`config.mk`:
```
export PLATFORM = sky130hd
export DESIGN_NAME = sobel_merge_branch_block
export DESIGN_NICKNAME = d
export VERILOG_FILES = /design/src/rtl/sobel_merge_branch_block.sv
export SDC_FILE = /design/constraint.sdc
export NUM_CORES = 1
export LEC_CHECK = 0
export ABC_AREA = 1
export BUFFER_PORTS_ARGS = -buffer_cell sky130_fd_sc_hd__buf_2
export CAP_MARGIN = 20
export CORE_MARGIN = 2
export CORE_UTILIZATION = 35
export CTS_BUF_LIST = sky130_fd_sc_hd__clkbuf_16
export CTS_CLUSTER_SIZE = 24
export DETAILED_ROUTE_END_ITERATION = 16
export SETUP_SLACK_MARGIN = 0.4
export SLEW_MARGIN = 0
export SYNTH_ARGS = -nofsm -noshare
export SYNTH_HDL_FRONTEND = slang
export SYNTH_SLANG_ARGS = --single-unit
```
`constraint.sdc`:
```
create_clock -name clock -period 3.93 [get_ports clock]
set_input_delay 0.393 -clock clock [delete_from_list [all_inputs] [get_ports clock]]
set_output_delay 0.393 -clock clock [all_outputs]
set_load 0.01 [all_outputs]
```
`src/rtl/sobel_merge_branch_block.sv`:
```
// -----------------------------------------------------------------------------
// sobel_merge_branch_block
//
// Merges NUM_PRED predecessor channels into one output register with fixed
// priority (lowest index wins). The registered item is then routed to one of
// two successors by bit 0 of its payload. Each channel owns a one-entry
// staging register so a producer whose item loses arbitration is never lost.
// Entry/exit counters track resident work-items, throttle acceptance at
// MAX_LIVE, and detect workgroup completion.
//
// Ports
//   clock           sole clock, rising edge
//   reset           synchronous, active-high; outranks start and handshakes
//   valid_in        per-channel valid
//   data_in         per-channel payload, channel i at [i*DATA_WIDTH +: DATA_WIDTH]
//   stall_out       per-channel stall (channel's staging register is occupied)
//   valid_out_0/1   valid towards successor 0 (data_out[0]==0) / 1 (==1)
//   stall_in_0/1    stall from successor 0 / 1
//   data_out        payload shared by both successors
//   workgroup_size  exit count that completes a workgroup (0 = never)
//   start           one-cycle pulse opening a new workgroup
//   num_live        entries minus exits, modulo 2^32
//   wg_done         one-cycle pulse after the completing exit
//   invariant_valid high from the first accept of the current workgroup
// -----------------------------------------------------------------------------
module sobel_merge_branch_block #(
    parameter int NUM_PRED   = 2,
    parameter int DATA_WIDTH = 32,
    parameter int MAX_LIVE   = 16
) (
    input  logic                           clock,
    input  logic                           reset,
    input  logic [NUM_PRED-1:0]            valid_in,
    input  logic [NUM_PRED*DATA_WIDTH-1:0] data_in,
    output logic [NUM_PRED-1:0]            stall_out,
    output logic                           valid_out_0,
    output logic                           valid_out_1,
    input  logic                           stall_in_0,
    input  logic                           stall_in_1,
    output logic [DATA_WIDTH-1:0]          data_out,
    input  logic [31:0]                    workgroup_size,
    input  logic                           start,
    output logic [31:0]                    num_live,
    output logic                           wg_done,
    output logic                           invariant_valid
);

    localparam logic [31:0] MAX_LIVE_W = 32'(MAX_LIVE);

    logic [NUM_PRED-1:0]   stg_v;
    logic [DATA_WIDTH-1:0] stg_d [NUM_PRED];
    logic                  out_v;
    logic [31:0]           entry_cnt;
    logic [31:0]           exit_cnt;
    logic [31:0]           live;

    logic [NUM_PRED-1:0]   cand_v;
    logic [NUM_PRED-1:0]   sel_oh;
    logic [NUM_PRED-1:0]   acc_oh;
    logic [NUM_PRED-1:0]   stg_load;
    logic [NUM_PRED-1:0]   stg_clr;
    logic [DATA_WIDTH-1:0] sel_d;
    logic                  sel_any;
    logic                  route_1;
    logic                  out_free;
    logic                  accept;
    logic                  exit_now;

    // A channel competes with its staged item if one is held, else with the
    // live input.
    assign cand_v = stg_v | valid_in;

    always_comb begin
        // NOTE: every output of this block gets a default first so no path
        // leaves it holding its old value, which would infer a latch.
        sel_oh  = '0;
        sel_d   = '0;
        sel_any = 1'b0;
        for (int i = 0; i < NUM_PRED; i++) begin
            if (cand_v[i] && !sel_any) begin
                sel_any   = 1'b1;
                sel_oh[i] = 1'b1;
                sel_d     = stg_v[i] ? stg_d[i] : data_in[i*DATA_WIDTH +: DATA_WIDTH];
            end
        end
    end

    assign route_1  = data_out[0];
    assign live     = entry_cnt - exit_cnt;
    assign exit_now = out_v & (route_1 ? ~stall_in_1 : ~stall_in_0);
    // Only the stall of the successor the held item is routed to matters.
    assign out_free = ~out_v | (~route_1 & ~stall_in_0) | (route_1 & ~stall_in_1);
    // Throttle uses the registered count, so an exit frees a slot one cycle later.
    assign accept   = sel_any & out_free & (live < MAX_LIVE_W);

    assign acc_oh   = {NUM_PRED{accept}} & sel_oh;
    assign stg_clr  = acc_oh & stg_v;
    // A transfer that did not win goes to staging; an accepted direct item does not.
    assign stg_load = valid_in & ~stg_v & ~acc_oh;

    // Outputs are forced quiet while reset is asserted, not only after the edge.
    assign stall_out   = reset ? '0 : stg_v;
    assign valid_out_0 = ~reset & out_v & ~route_1;
    assign valid_out_1 = ~reset & out_v &  route_1;
    assign num_live    = reset ? 32'd0 : live;

    always_ff @(posedge clock) begin
        // NOTE: sequential state uses non-blocking assignments so every
        // register samples pre-edge values regardless of statement order.
        if (reset) begin
            stg_v           <= '0;
            out_v           <= 1'b0;
            entry_cnt       <= 32'd0;
            exit_cnt        <= 32'd0;
            wg_done         <= 1'b0;
            invariant_valid <= 1'b0;
        end else begin
            stg_v <= (stg_v & ~stg_clr) | stg_load;

            if (accept) begin
                out_v <= 1'b1;
            end else if (exit_now) begin
                out_v <= 1'b0;
            end

            wg_done <= exit_now && (workgroup_size != 32'd0) &&
                       (exit_cnt + 32'd1 == workgroup_size);

            // start wins over a coincident count update.
            if (start) begin
                entry_cnt       <= 32'd0;
                exit_cnt        <= 32'd0;
                invariant_valid <= 1'b0;
            end else begin
                if (accept) begin
                    entry_cnt       <= entry_cnt + 32'd1;
                    invariant_valid <= 1'b1;
                end
                if (exit_now) begin
                    exit_cnt <= exit_cnt + 32'd1;
                end
            end
        end
    end

    // NOTE: payload registers are qualified by their valid bits, so they
    // carry no reset; this keeps the reset net off the wide datapath.
    always_ff @(posedge clock) begin
        for (int i = 0; i < NUM_PRED; i++) begin
            if (stg_load[i]) begin
                stg_d[i] <= data_in[i*DATA_WIDTH +: DATA_WIDTH];
            end
        end
        if (accept) begin
            data_out <= sel_d;
        end
    end

endmodule

```
==> impl_metrics.toml <==
[cts]
clk_path_buf_depth = 2
cts.reportedPaths.clkPinSlew_ps = 80
clock-sinks = 165
cts_buffers = 17
cts_root_buf = "clkbuf_16"
cts_tree = "done"
clk_latency_ps = 450
hold_buffers = 0
ctsHtreeMaxLevel = 4

[drt]
drtAntennaViolNets = 0
drt_iter0_drc = 778
vias = 11560
wl_per_cell_um = 15.68
wirelength_mm = 37.07
first_pass_iters = 5
drc = 0
vias_per_cell = 4.892

[global_routing]
grt_max_degree = 65
antenna_found_initial = 6
grt_overflow = 0
grt_usage = 0.2172
first_global_vias = 10800
grt_pass1_wl_mm = 57.90

[die]
initial_utilization = 0.3544
die-height_um = 185.0
io_pins = 173
rows = 66
dieArea_sq_mm = 0.03424
fp.dieW_um = 185.0
core_sq_mm = 0.03237

[yosys]
synth_warnings = 0
syn-cell-area_sq_mm = 0.01147
synthDistinctLibCells = 37
synth.top_cell.area_share = 0.2513
syn-num-nets = 1866
ys_seq_area_frac = 0.3717
synth.avg_cell_area_sq_um = 6.635
ys_ff_latch = 165
yosysTopAreaCell = "edfxtp_1"
synth_edf_count = 96
synthTopCellsByArea = "edfxtp_1 (25%), nand2_1 (18%), dfxtp_1 (12%)"
synthFlopType = "edfxtp_1"
synth-async-reset-ratio = 0
synth_cells = 1729

[layout]
final_cell_area_sq_mm = 0.01369
drive_gt1_frac = 0.1514
synthToLayoutAreaGrowth_pct = 19.36
final-instance-count-excl-fill = 2364
diodes = 0
final_nets = 2046

[min_path]
min_path_type = "input pin to register"

[timing]
max_freq_mhz = 302.2
period_share = 0.8419
tightest_slew_ps = 899.3
fin_ws_ps = 621.1
skew_ps = 16.91
min_period_ps = 3309
drv_slew = 0
finalHoldViolations = 0
tns_ps = 0
slew-limit-headroom = 0.4005
rsz0062_at_grt = "true"
setup_viol = 0

[worst_setup_path]
cp-start-kind = "register"
critPathRequiredTime_ps = 4090
path_class = "register to register"
critPathCaptureType = "register"
crit_path_max_fanout = 32
arrival_ps = 3470

[place]
place_congestion = 0.9509
dp_hpwl_mm = 28.66
placed_cells = 2330
portBuffers = 172
place_ws_ps = 180.5
placed_area_sq_mm = 0.01299

[power_and_ir_drop]
power_mw = 8.976
p_per_area_mw_per_mm2 = 655.5
ir_worst_vdd_uv = 759.0
p_leak_nw = 6.589

[job]
maxCapViolations = 0

[outcome]
status = "completed"
==> critical path: stages, from the launching register on <==
cell,delay [ps]
dfxtp_1,380
inv_1,70
ha_1,230
fa_1,370
inv_1,150
nand2_1,100
nand2_1,70
nand3_1,100
nand2_2,130
nand2_1,110
nand3_1,100
nand2_1,60
nand2_2,110
inv_1,50
nor2_1,120
nand3_1,130
nor2_4,210
nand3_1,130
nand3_1,90
inv_1,60
buf_6,200
==> per-stage QoR <==
step           hold slack, ps    util
6_report                131.9  0.4230
5_1_grt                 111.4  0.4230
4_1_cts                 113.9  0.4201
3_5_place_dp            468.0  0.4012
3_3_place_gp            455.3  0.4004
2_1_floorplan           464.9       -
==> cell type report <==
| type | instances | area [sq um] |
|---|---|---|
| sequential | 165 | 4264 |
| inverter | 285 | 1072 |
| clock buffer | 17 | 425.4 |
| clock inverter | 15 | 176.4 |
| tap | 442 | 553.0 |
| timing repair buffer | 210 | 1232 |
| multi-input combinational | 1230 | 5969 |
| fill | 3471 | 18680 |
==> worst paths after layout <==
kind,start,end,slack (ps),cells after the start
min reg2reg,invariant_valid,invariant_valid,490,2
max,entry_cnt[0],stg_d[0][39],620,20
max reg2reg,entry_cnt[0],stg_d[0][39],620,20
min,data_in[62],stg_d[0][62],130,1
==> synthesized netlist by cell type (5+ instances only) <==
cell      instances
xor2_1           22
nand4_1          52
and2_1            6
inv_2            13
nand3b_1         10
ha_1             33
nand3_1         120
nor2_1          206
a21oi_1          87
clkbuf_1         36
a32oi_1          32
buf_2             5
or2_2             7
edfxtp_1         96
xnor2_1           6
nor2_2            9
o21ai_0          41
inv_1           271
nor3_1           24
dfxtp_1          69
nor3_2            5
nand2_1         552
==> logic make-up after synthesis <==
| kind of cell | count (synthesis) | share of synthesized area |
|---|---|---|
| buf+inv | 334 | 0.1128 |
| simple gates | 999 | 0.3679 |
| xor+xnor | 30 | 0.02530 |
| flops | 165 | 0.3717 |
| compound gates | 167 | 0.08463 |
| fa+ha+maj | 34 | 0.03774 |
==> flip-flops by register name, summed over array words and instances, names as in the netlist <==
register and flops:
wg_done 1, invariant_valid 1, entry_cnt 32, data_out 32
stg_d 64, out_v 1, stg_v 2, exit_cnt 32
==> layout by cell type, fill, tap and decap left out, types with 6 or more instances in the layout <==
cell / n
a21oi_1: 87
buf_2: 172
edfxtp_1: 96
nor3_2: 6
buf_4: 31
o21ai_0: 41
nand2_2: 6
inv_1: 271
xor2_1: 22
xnor2_1: 6
nor3_1: 23
clkbuf_16: 18
a32oi_1: 32
inv_2: 12
nor2_2: 9
nand3_1: 120
nand4_1: 52
nor2_1: 201
or2_2: 7
and2_1: 6
dfxtp_1: 69
nor2_4: 7
ha_1: 32
nand2_1: 548
nand3b_1: 10
==> layer usage <==
metal	GRT usage	wire [um]	up-vias
li1	-	-	5906
met1	0.2841	16600	5247
met2	0.3630	17310	366
met3	0.05289	2617	33
met4	0.04762	491	12
met5	0	58	-
==> power by group <==
part,switching [mW],leakage (nW),total [mW],internal (mW)
combinational,3.25,4.83,4.62,1.38
sequential,0.116,1.46,2.64,2.53
clock,0.847,0.294,1.71,0.863
total,4.21,6.59,8.98,4.77
==> repair_timing <==
action,CTS,global route
setup buffers,0,1
cloned,0,1
endpoints found under the setup margin,96,130
endpoints found under the hold margin,0,0
pin swaps,0,1
resized for setup,3,16
(Power assumes the default switching activity.)
